### src/rtl/mul_div_ctrl.sv
// ---------------------------------------------------------------------------
// mul_div_ctrl
//
// Sequencer between the execute stage and an iterative multiply/divide
// datapath for the RISC-V M extension. It latches an instruction's operands,
// holds the pipeline while the datapath works, then writes back the
// requested word for one cycle. A one-entry result cache lets a follow-up
// instruction on the same operands (e.g. REM after DIV, or MUL after MULH)
// finish without touching the datapath. A watchdog aborts a BUSY phase that
// never sees md_ready_i.
//
// Ports:
//   clk_i, rst_ni          clock, asynchronous active-low reset
//   req_valid_i            execute stage holds an M-extension instruction
//   req_op_i               funct3 of that instruction
//   req_rs1_i, req_rs2_i   source operands
//   req_rd_i               destination register index
//   flush_i                pipeline flush, overrides everything else
//   md_req_o               request to the datapath, high only while BUSY
//   md_op_o                latched funct3 for the datapath
//   md_opcode_o            constant R-type opcode 7'b0110011
//   md_rs1_o, md_rs2_o     latched operands, stable during a request
//   md_ready_i             datapath finished
//   md_high_i, md_low_i    datapath high word/remainder, low word/quotient
//   stall_o                hold the pipeline
//   wb_valid_o             one-cycle write-back strobe
//   wb_rd_o, wb_data_o     write-back destination and data
//   err_o                  watchdog timeout pulse, coincident with wb_valid_o
// ---------------------------------------------------------------------------
module mul_div_ctrl #(
   parameter int MAX_CYCLES = 40
) (
   input  logic        clk_i,
   input  logic        rst_ni,
   input  logic        req_valid_i,
   input  logic [2:0]  req_op_i,
   input  logic [31:0] req_rs1_i,
   input  logic [31:0] req_rs2_i,
   input  logic [4:0]  req_rd_i,
   input  logic        flush_i,
   output logic        md_req_o,
   output logic [2:0]  md_op_o,
   output logic [6:0]  md_opcode_o,
   output logic [31:0] md_rs1_o,
   output logic [31:0] md_rs2_o,
   input  logic        md_ready_i,
   input  logic [31:0] md_high_i,
   input  logic [31:0] md_low_i,
   output logic        stall_o,
   output logic        wb_valid_o,
   output logic [4:0]  wb_rd_o,
   output logic [31:0] wb_data_o,
   output logic        err_o
);

   localparam int CNT_W = $clog2(MAX_CYCLES + 1);
   localparam logic [CNT_W-1:0] CNT_LAST = CNT_W'(MAX_CYCLES - 1);

   typedef enum logic [1:0] {
      IDLE = 2'd0,
      BUSY = 2'd1,
      DONE = 2'd2
   } state_t;

   state_t state, state_next;

   logic [2:0]       op_q;
   logic [31:0]      rs1_q;
   logic [31:0]      rs2_q;
   logic [4:0]       rd_q;
   logic [31:0]      result_q;
   logic             timeout_q;
   logic [CNT_W-1:0] cnt_q;

   logic             cache_valid_q;
   logic [2:0]       cache_op_q;
   logic [31:0]      cache_rs1_q;
   logic [31:0]      cache_rs2_q;
   logic [31:0]      cache_high_q;
   logic [31:0]      cache_low_q;

   logic op_compat;
   logic cache_hit;
   logic accept;
   logic hit_accept;
   logic capture;
   logic timeout;
   logic abort;

   // MUL, DIV and DIVU return the low word (product low / quotient); the
   // high-product multiplies and both remainders return the high word.
   function automatic logic [31:0] select_word(input logic [2:0]  op,
                                               input logic [31:0] high,
                                               input logic [31:0] low);
      return (op == 3'b000 || op[2:1] == 2'b10) ? low : high;
   endfunction

   // A cached entry can serve the new request when the operands match and
   // the cached datapath run produced the word the new op wants: the same
   // op, the sibling of a divide (DIV/REM or DIVU/REMU share one run), or a
   // plain MUL after any multiply, since the low product word is the same
   // for every signedness.
   always_comb begin
      op_compat = (req_op_i == cache_op_q)
                  || (req_op_i[2] && cache_op_q[2] && (req_op_i[0] == cache_op_q[0]))
                  || ((req_op_i == 3'b000) && !cache_op_q[2]);
      cache_hit = cache_valid_q && (req_rs1_i == cache_rs1_q)
                  && (req_rs2_i == cache_rs2_q) && op_compat;
   end

   // Next-state logic plus the one-cycle action strobes used by the
   // register block. In BUSY a flush beats a same-cycle md_ready_i, and a
   // real result beats the watchdog when both land in the last cycle.
   always_comb begin
      state_next = state;
      accept     = 1'b0;
      hit_accept = 1'b0;
      capture    = 1'b0;
      timeout    = 1'b0;
      abort      = 1'b0;
      unique case (state)
         IDLE: begin
            if (req_valid_i && !flush_i) begin
               accept = 1'b1;
               if (cache_hit) begin
                  hit_accept = 1'b1;
                  state_next = DONE;
               end else begin
                  state_next = BUSY;
               end
            end
         end
         BUSY: begin
            if (flush_i) begin
               abort      = 1'b1;
               state_next = IDLE;
            end else if (md_ready_i) begin
               capture    = 1'b1;
               state_next = DONE;
            end else if (cnt_q == CNT_LAST) begin
               timeout    = 1'b1;
               state_next = DONE;
            end
         end
         DONE: begin
            state_next = IDLE;
         end
         default: begin
            state_next = IDLE;
         end
      endcase
   end

   // Outputs decoded from the current state. stall_o is also held low while
   // reset is asserted so the pipeline sees a quiet controller during reset.
   // A flush in DONE swallows the write-back and any error pulse.
   always_comb begin
      md_req_o    = (state == BUSY);
      stall_o     = rst_ni && (((state == IDLE) && req_valid_i && !flush_i)
                               || (state == BUSY));
      wb_valid_o  = (state == DONE) && !flush_i;
      err_o       = (state == DONE) && !flush_i && timeout_q;
      md_op_o     = op_q;
      md_rs1_o    = rs1_q;
      md_rs2_o    = rs2_q;
      md_opcode_o = 7'b0110011;
      wb_rd_o     = rd_q;
      wb_data_o   = result_q;
   end

   // State register.
   always_ff @(posedge clk_i or negedge rst_ni) begin
      if (!rst_ni) begin
         state <= IDLE;
      end else begin
         state <= state_next;
      end
   end

   // Request latch and result register. On a hit the result comes straight
   // from the cache; on completion it comes from the datapath; on a timeout
   // it is forced to zero and the error flag is armed for the DONE cycle.
   always_ff @(posedge clk_i or negedge rst_ni) begin
      if (!rst_ni) begin
         op_q      <= 3'd0;
         rs1_q     <= 32'd0;
         rs2_q     <= 32'd0;
         rd_q      <= 5'd0;
         result_q  <= 32'd0;
         timeout_q <= 1'b0;
      end else begin
         if (accept) begin
            op_q      <= req_op_i;
            rs1_q     <= req_rs1_i;
            rs2_q     <= req_rs2_i;
            rd_q      <= req_rd_i;
            timeout_q <= 1'b0;
         end
         if (hit_accept) begin
            result_q <= select_word(req_op_i, cache_high_q, cache_low_q);
         end
         if (capture) begin
            result_q <= select_word(op_q, md_high_i, md_low_i);
         end
         if (timeout) begin
            result_q  <= 32'd0;
            timeout_q <= 1'b1;
         end
      end
   end

   // Watchdog counter: counts consecutive BUSY cycles and restarts from
   // zero whenever the controller is anywhere else.
   always_ff @(posedge clk_i or negedge rst_ni) begin
      if (!rst_ni) begin
         cnt_q <= '0;
      end else if (state == BUSY) begin
         cnt_q <= cnt_q + CNT_W'(1);
      end else begin
         cnt_q <= '0;
      end
   end

   // Result cache. Only a genuine datapath completion fills it, with both
   // words so either half can serve a later hit. A hit leaves the entry
   // untouched; a timeout or a flush of an in-flight request invalidates it
   // because the datapath may have been left in an unknown state.
   always_ff @(posedge clk_i or negedge rst_ni) begin
      if (!rst_ni) begin
         cache_valid_q <= 1'b0;
         cache_op_q    <= 3'd0;
         cache_rs1_q   <= 32'd0;
         cache_rs2_q   <= 32'd0;
         cache_high_q  <= 32'd0;
         cache_low_q   <= 32'd0;
      end else if (capture) begin
         cache_valid_q <= 1'b1;
         cache_op_q    <= op_q;
         cache_rs1_q   <= rs1_q;
         cache_rs2_q   <= rs2_q;
         cache_high_q  <= md_high_i;
         cache_low_q   <= md_low_i;
      end else if (timeout || abort) begin
         cache_valid_q <= 1'b0;
      end
   end

endmodule

### config.mk
export PLATFORM = sky130hd
export DESIGN_NAME = mul_div_ctrl
export DESIGN_NICKNAME = d
export VERILOG_FILES = /design/src/rtl/mul_div_ctrl.sv
export SDC_FILE = /design/constraint.sdc
export NUM_CORES = 1
export LEC_CHECK = 0
export BUFFER_PORTS_ARGS = -buffer_cell sky130_fd_sc_hd__buf_2
export CAP_MARGIN = 20
export CORE_MARGIN = 2
export CORE_UTILIZATION = 29
export CTS_CLUSTER_DIAMETER = 200
export DETAILED_ROUTE_END_ITERATION = 8
export SETUP_SLACK_MARGIN = 0.3
export SYNTH_ARGS = -nofsm -noshare
export SYNTH_HDL_FRONTEND = slang
export SYNTH_SLANG_ARGS = --single-unit
### constraint.sdc
create_clock -name clk_i -period 3.2 [get_ports clk_i]
set_input_delay 0.64 -clock clk_i [delete_from_list [all_inputs] [get_ports clk_i]]
set_output_delay 0.64 -clock clk_i [all_outputs]
set_load 0.03 [all_outputs]
==> results.sh, run 1 <==
export IMPL_outcome="finished, final reports clean"
export IMPL_synth_top_flop_cell="dfrtp_1"
export IMPL_netlist_instances=1380
export IMPL_hold_slack_ns=0.2784
export IMPL_synthAdderAreaFrac_pct=0.2144
export IMPL_crit_family="simple AND/OR/NAND/NOR gates"
export IMPL_viasPerCell=4.763
export IMPL_fmax_mhz=383.4
export IMPL_grt_pass1_wl_microns=55190
export IMPL_synth_compound_area_share_pct=9.603
export IMPL_num_fill_cells=4055
export IMPL_power_mw=10.15
export IMPL_syn_cell_area_sq_um=11670
export IMPL_drv_slew=0
export IMPL_clockBufferDepth=3
export IMPL_synth_seq_cells=245
export IMPL_end_kind="flop"
export IMPL_required_ns=3.63
export IMPL_worst_slew_pin_slew_ns=1.080
export IMPL_dp_hpwl_microns=23450
export IMPL_yosysUniqueCellTypes=47
export IMPL_yosysSeqAreaShare_pct=52.52
export IMPL_internal_power_mw=6.889
export IMPL_start_util_pct=29.38
export IMPL_place_ws_ns=0.2315
export IMPL_overflow=0
export IMPL_grt_pass1_vias=9910
export IMPL_place_inst=2093
export IMPL_syn2layout_area_growth_pct=24.98
export IMPL_final_antenna_net_count=0
export IMPL_num_vias=10250
export IMPL_path_clk_slew_ns=0.06
export IMPL_clk_latency_ns=0.56
export IMPL_layout_nets=1744
export IMPL_clock_sinks=245
export IMPL_pwr_share_comb_pct=23.0
export IMPL_grt_max_degree=161
export IMPL_antenna_found_initial=2
export IMPL_power_density_nw_per_um2=695.5
export IMPL_gp_congestion=0.8545
export IMPL_power_switching_mw=3.258
export IMPL_tns_ns=0
export IMPL_setup_violations_final=0
export IMPL_finalCritPeriodShare_pct=81.50
export IMPL_portBuffers=248
export IMPL_grt_total_usage_pct=16.53
export IMPL_drcViolationCount=0
export IMPL_p_clk_share_pct=35.6
export IMPL_maxCapViolCount=0
export IMPL_drt_iter0_markers=485
export IMPL_h_tree_depth=1
export IMPL_slew_headroom_pct=28.03
export IMPL_num_rows=73
export IMPL_synth_xor_area_share_pct=3.826
export IMPL_cts_buffers=30
export IMPL_p_seq_share_pct=41.4
export IMPL_fin_worst_skew_ns=0.01271
export IMPL_ys_warn_count=0
export IMPL_die_w_microns=204.6
export IMPL_drt_wl_total_microns=35140
export IMPL_finalHoldViolations=0
export IMPL_synth_top_family_by_area="simple AND/OR/NAND/NOR gates"
export IMPL_crit_top_cell="nand4_1"
export IMPL_setup_ws_ns=0.5921
export IMPL_avgSynthCellArea_sq_um=8.459
export IMPL_dieArea_sq_um=41880
export IMPL_cp_arrival_ns=3.04
export IMPL_crit_path_start_kind="flop"
export IMPL_synthSimpleGateAreaFrac_pct=26.44
export IMPL_fin_crit_ns=2.608
export IMPL_fin_util_pct=36.72
export IMPL_leakagePower_nw=7.237
export IMPL_drive_above_1_share_pct=22.95
export IMPL_crit_path_top_delay_cell="a2111oi_0"
export IMPL_placed_area_sq_um=13500
export IMPL_critical_path_class="reg -> reg"
export IMPL_firstDrtPassIters=5
export IMPL_synth_mux_area_share_pct=3.173
export IMPL_cts_tree="done"
export IMPL_slowest_delay_ns=0.47
export IMPL_rsz0062_at_grt="no"
export IMPL_final_cells=2151
export IMPL_cp_num_buf_inv=2
export IMPL_routedWlPerCell_microns=16.33
export IMPL_post_cts_resized=0
export IMPL_cts_root_buf="clkbuf_16"
export IMPL_cp_max_fo=29
export IMPL_vdd_drop_max_mv=0.4730
export IMPL_io_pins=256
export IMPL_final_area_sq_um=14590
export IMPL_synth_edf_count=0
export IMPL_switching_share_pct=32.11
export IMPL_fp_dieH_microns=204.6
export IMPL_core_sq_um=39730
export IMPL_hp_class="in -> reg"
export IMPL_synth_async_reset_ratio_pct=100.0
export IMPL_path_cells="nor2b_1 > a2111oi_0 > nand4_1 > nor4_1 > nand4_1 > buf_4 > nand3b_4 > buf_12 > a311o_1"
## area by class of cell
type	instances	area [sq um]	area share [%]
clock buffers	42	887.1	6.080
inverters	18	67.56	0.4631
clock inverters	14	186.4	1.278
well taps	525	656.9	4.502
flip-flops and latches	245	6131	42.02
multi-input cells	1028	5105	34.99
diodes	1	2.502	0.01715
repair buffers	278	1554	10.65
## state kept, by name, summed over array words and instances (netlist names), 5 cells and up
signal,count
md_rs2_o,32
wb_rd_o,5
md_rs1_o,32
cache_high_q,32
cnt_q,6
cache_rs1_q,32
cache_low_q,32
wb_data_o,32
cache_rs2_q,32
## path summary, 6_finish.rpt
| check | from | end | slack [ns] | depth (start not counted) |
|---|---|---|---|---|
| setup / recovery | cache_rs1_q[25]$_DFFE_PN0P_ | wb_data_o[26]$_DFFE_PN0P_ | 0.59 | 9 |
| hold / removal | req_rd_i[3] | wb_rd_o[3]$_DFFE_PN0P_ | 0.28 | 3 |
| setup reg to reg | cache_rs1_q[25]$_DFFE_PN0P_ | wb_data_o[26]$_DFFE_PN0P_ | 0.59 | 9 |
| hold reg to reg | cache_high_q[14]$_DFFE_PN0P_ | cache_high_q[14]$_DFFE_PN0P_ | 0.47 | 2 |
| max in group asynchronous | rst_ni | cache_rs1_q[8]$_DFFE_PN0P_ | 1.28 | 3 |
| min in group asynchronous | rst_ni | cache_low_q[18]$_DFFE_PN0P_ | 0.58 | 2 |
## worst reg2reg max path, cell delays in order (launching register included)
cell       delay (ns)
dfrtp_1          0.39
nor2b_1          0.13
a2111oi_0        0.47
nand4_1          0.17
nor4_1           0.31
nand4_1          0.11
buf_4            0.16
nand3b_4         0.16
buf_12           0.21
a311o_1          0.37
## routing by layer
layer,up-vias,global-route usage [%],routed length (microns)
li1,4973,-,-
met1,4911,22.26,15510
met2,286,26.53,16500
met3,73,3.373,2067
met4,2,5.357,1047
met5,-,0,16
## kinds of logic (layout without fill, tap and decap cells)
kind of cell    Yosys count  after routing
other cells               2              8
mux                      33             33
simple gates            766            766
flops                   245            245
fa+ha+maj                 2              2
compound gates          169            169
buf+inv                 112            352
xor+xnor                 51             51
## synth_stat cells, drive strengths merged (6+ instances only)
cell | n | share of area (%)
xnor2 | 33 | 2.5
dfrtp | 245 | 53
nand3 | 6 | 0.26
buf | 32 | 1.6
a21oi | 63 | 2.7
clkbuf | 62 | 2.0
inv | 18 | 0.58
nand2b | 8 | 0.43
mux2 | 32 | 3.1
nand4 | 10 | 0.54
a311o | 31 | 2.7
a31oi | 32 | 1.7
nor2 | 42 | 1.4
nand2 | 642 | 21
nor4 | 37 | 2.0
xor2 | 18 | 1.4
o21ai | 19 | 0.81
nor2b | 8 | 0.43
## cell usage in the layout, fill, tap and decap left out, types with 3 or more instances in the layout
master / instances
mux2_2: 32
buf_2: 247
nand2_1: 642
o211ai_1: 3
conb_1: 7
nor2_1: 40
o21ai_0: 19
clkbuf_16: 31
bufinv_16: 4
clkbuf_1: 4
clkbuf_8: 7
xor2_1: 18
o22ai_1: 4
buf_4: 23
and2_1: 3
inv_1: 14
nor2b_1: 6
a21oi_1: 63
nor3_1: 4
clkinv_2: 5
xnor2_1: 33
buf_12: 6
nor4_1: 37
dfrtp_1: 245
nand4_1: 10
nand3_1: 6
a31oi_1: 32
inv_2: 4
nand2b_1: 8
a311o_1: 31
## power by group through the flow
stage	clock network, mW	logic (mW)	registers, mW
finish	3.61	2.33	4.20
global route	3.84	2.61	4.29
CTS	3.72	2.37	4.20
detailed placement	0	2.35	4.25
global placement	0	2.32	4.21
floorplan	0	1.22	4.51
## repair_timing
item,in CTS,in global routing
hold buffers,1,0
hold endpoints to repair,44,0
buffers inserted,0,0
Power figures use the tool's default switching activity.
==> inputs of run 2 (changes only) <==
- clock period: 3.2 -> 2.3 ns (I/O delays scaled with it)
==> run 2 against run 1 <==
  * The flow now finishes with violations (negative hold slack, negative setup slack)
  * Total power grew 39%
  * Fmax shrank 1.9%
  * Core utilization grew 1.5 points
  * Final area grew 4.0%
  * First-iteration DRC count grew 69%
  * Critical path depth grew 1
  * Sequential cell count is the same
  * Register-to-register slack lost 0.95 ns
  * Largest power group unchanged
==> results.sh, run 2 (synthesis results as in run 1) <==
export IMPL_maxCapViolCount=0
export IMPL_num_vias=10520
export IMPL_grt_max_degree=151
export IMPL_cts_hold_buffers=0
export IMPL_vdd_drop_max_mv=0.5570
export IMPL_drive_above_1_share_pct=26.61
export IMPL_h_tree_depth=1
export IMPL_grt_pass1_wl_microns=58420
export IMPL_layout_commonest_cell="nand2_1"
export IMPL_leakagePower_nw=7.483
export IMPL_grt_total_usage_pct=17.80
export IMPL_viasPerCell=4.804
export IMPL_setup_ws_ns=-0.3581
export IMPL_crit_path_start_kind="flop"
export IMPL_critical_path_class="reg -> reg"
export IMPL_overflow=0
export IMPL_start_util_pct=29.38
export IMPL_drt_wl_total_microns=38240
export IMPL_fin_crit_ns=2.658
export IMPL_fp_dieH_microns=204.6
export IMPL_fmax_mhz=376.2
export IMPL_core_sq_um=39730
export IMPL_gp_congestion=0.8296
export IMPL_final_antenna_net_count=0
export IMPL_power_density_nw_per_um2=931.1
export IMPL_layout_nets=1784
export IMPL_cp_num_buf_inv=3
export IMPL_grt_pass1_vias=10330
export IMPL_outcome="complete, but fails checks"
export IMPL_rsz0062_at_grt="yes"
export IMPL_slowest_delay_ns=0.38
export IMPL_path_clk_slew_ns=0.06
export IMPL_place_inst=2126
export IMPL_power_mw=14.12
export IMPL_slew_headroom_pct=31.14
export IMPL_cts_root_buf="clkbuf_16"
export IMPL_drv_slew=0
export IMPL_cp_max_fo=25
export IMPL_finalCritPeriodShare_pct=115.6
export IMPL_num_rows=73
export IMPL_cts_buffers=29
export IMPL_clockBufferDepth=3
export IMPL_most_common_layout_cells="nand2_1 (642), dfrtp_1 (245), buf_2 (243)"
export IMPL_r2r_end="wb_data_o[25]$_DFFE_PN0P_"
export IMPL_drt_iter0_markers=819
export IMPL_reg2reg_depth=10
export IMPL_dieArea_sq_um=41880
export IMPL_setup_violations_final=34
export IMPL_crit_family="simple AND/OR/NAND/NOR gates"
export IMPL_finalHoldViolations=2
export IMPL_hold_slack_ns=-0.007521
export IMPL_routedWlPerCell_microns=17.46
export IMPL_portBuffers=248
export IMPL_syn2layout_area_growth_pct=29.94
export IMPL_worst_slew_pin_slew_ns=1.031
export IMPL_crit_path_top_delay_cell="dfrtp_1"
export IMPL_cts_tree="done"
export IMPL_cp_arrival_ns=3.10
export IMPL_r2r_slack_ns=-0.36
export IMPL_required_ns=2.74
export IMPL_clk_latency_ns=0.56
export IMPL_drcViolationCount=0
export IMPL_end_kind="flop"
export IMPL_firstDrtPassIters=5
export IMPL_antenna_found_initial=4
export IMPL_clock_sinks=245
export IMPL_r2r_start="cache_rs1_q[25]$_DFFE_PN0P_"
export IMPL_fin_worst_skew_ns=0.01229
export IMPL_final_cells=2190
export IMPL_violations="negative hold slack, negative setup slack"
export IMPL_path_cells="nor2b_4 > a2111oi_4 > buf_4 > nand4_1 > nor4_1 > nand4_1 > buf_4 > nand3b_4 > buf_12 > a311o_1"
export IMPL_io_pins=256
export IMPL_dp_hpwl_microns=24830
export IMPL_hp_class="in -> async"
export IMPL_die_w_microns=204.6
-- run 2: through the flow --
step	setup slack, ns	hold slack [ns]	setup TNS (ns)	utilization, %	instance area (sq um)
6_report	-0.3581	-0.007521	-10.71	38.18	15170
5_1_grt	-0.4678	0.03859	-14.41	38.17	15170
4_1_cts	-0.3506	0.01352	-10.49	37.69	14970
3_5_place_dp	-0.7998	0.4509	-26.05	34.95	13880
3_3_place_gp	-0.7693	0.4449	-25.40	34.95	13880
2_1_floorplan	0.05011	0.1644	0	-	11710
-- run 2: cell type report --
cell class                      instances  area (sq um)
Clock inverter                         11         136.4
Tap cell                              525         656.9
Multi-Input combinational cell       1028          5304
Inverter                               18         72.57
Fill cell                            4004         24560
Sequential cell                       245          6131
Antenna cell                            4         10.01
Clock buffer                           40         837.1
Timing Repair Buffer                  319          2021
-- run 2: metal layers --
layer	track usage, %	share of wire, %
met3	2.911	6.0
met5	0	0
met4	6.056	3.0
met1	24.80	44
met2	28.00	46
-- run 2: worst max path at each step --
stage	from	end	slack (ns)	cells after the start
6_report	cache_rs1_q[25]$_DFFE_PN0P_	wb_data_o[25]$_DFFE_PN0P_	-0.36	10
5_1_grt	cache_rs1_q[25]$_DFFE_PN0P_	wb_data_o[10]$_DFFE_PN0P_	-0.47	10
4_1_cts	cache_rs1_q[25]$_DFFE_PN0P_	wb_data_o[21]$_DFFE_PN0P_	-0.35	10
3_5_place_dp	req_rs1_i[27]	wb_data_o[8]$_DFFE_PN0P_	-0.80	11
3_3_place_gp	req_rs1_i[27]	wb_data_o[9]$_DFFE_PN0P_	-0.77	11
2_1_floorplan	req_rs1_i[25]	wb_data_o[21]$_DFFE_PN0P_	0.05	8
-- run 2: power by group --
| group | internal, mW | total [mW] | switching, mW |
|---|---|---|---|
| sequential | 5.24 | 5.84 | 0.599 |
| clock | 2.85 | 4.70 | 1.85 |
| combinational | 1.39 | 3.58 | 2.19 |
-- run 2: repair_timing --
item                       4_1_cts  5_1_grt
setup endpoints to repair       95      122
pin swaps                        4        3
gates cloned                     0        2
setup buffers                    4        3
gates resized for setup         20       32
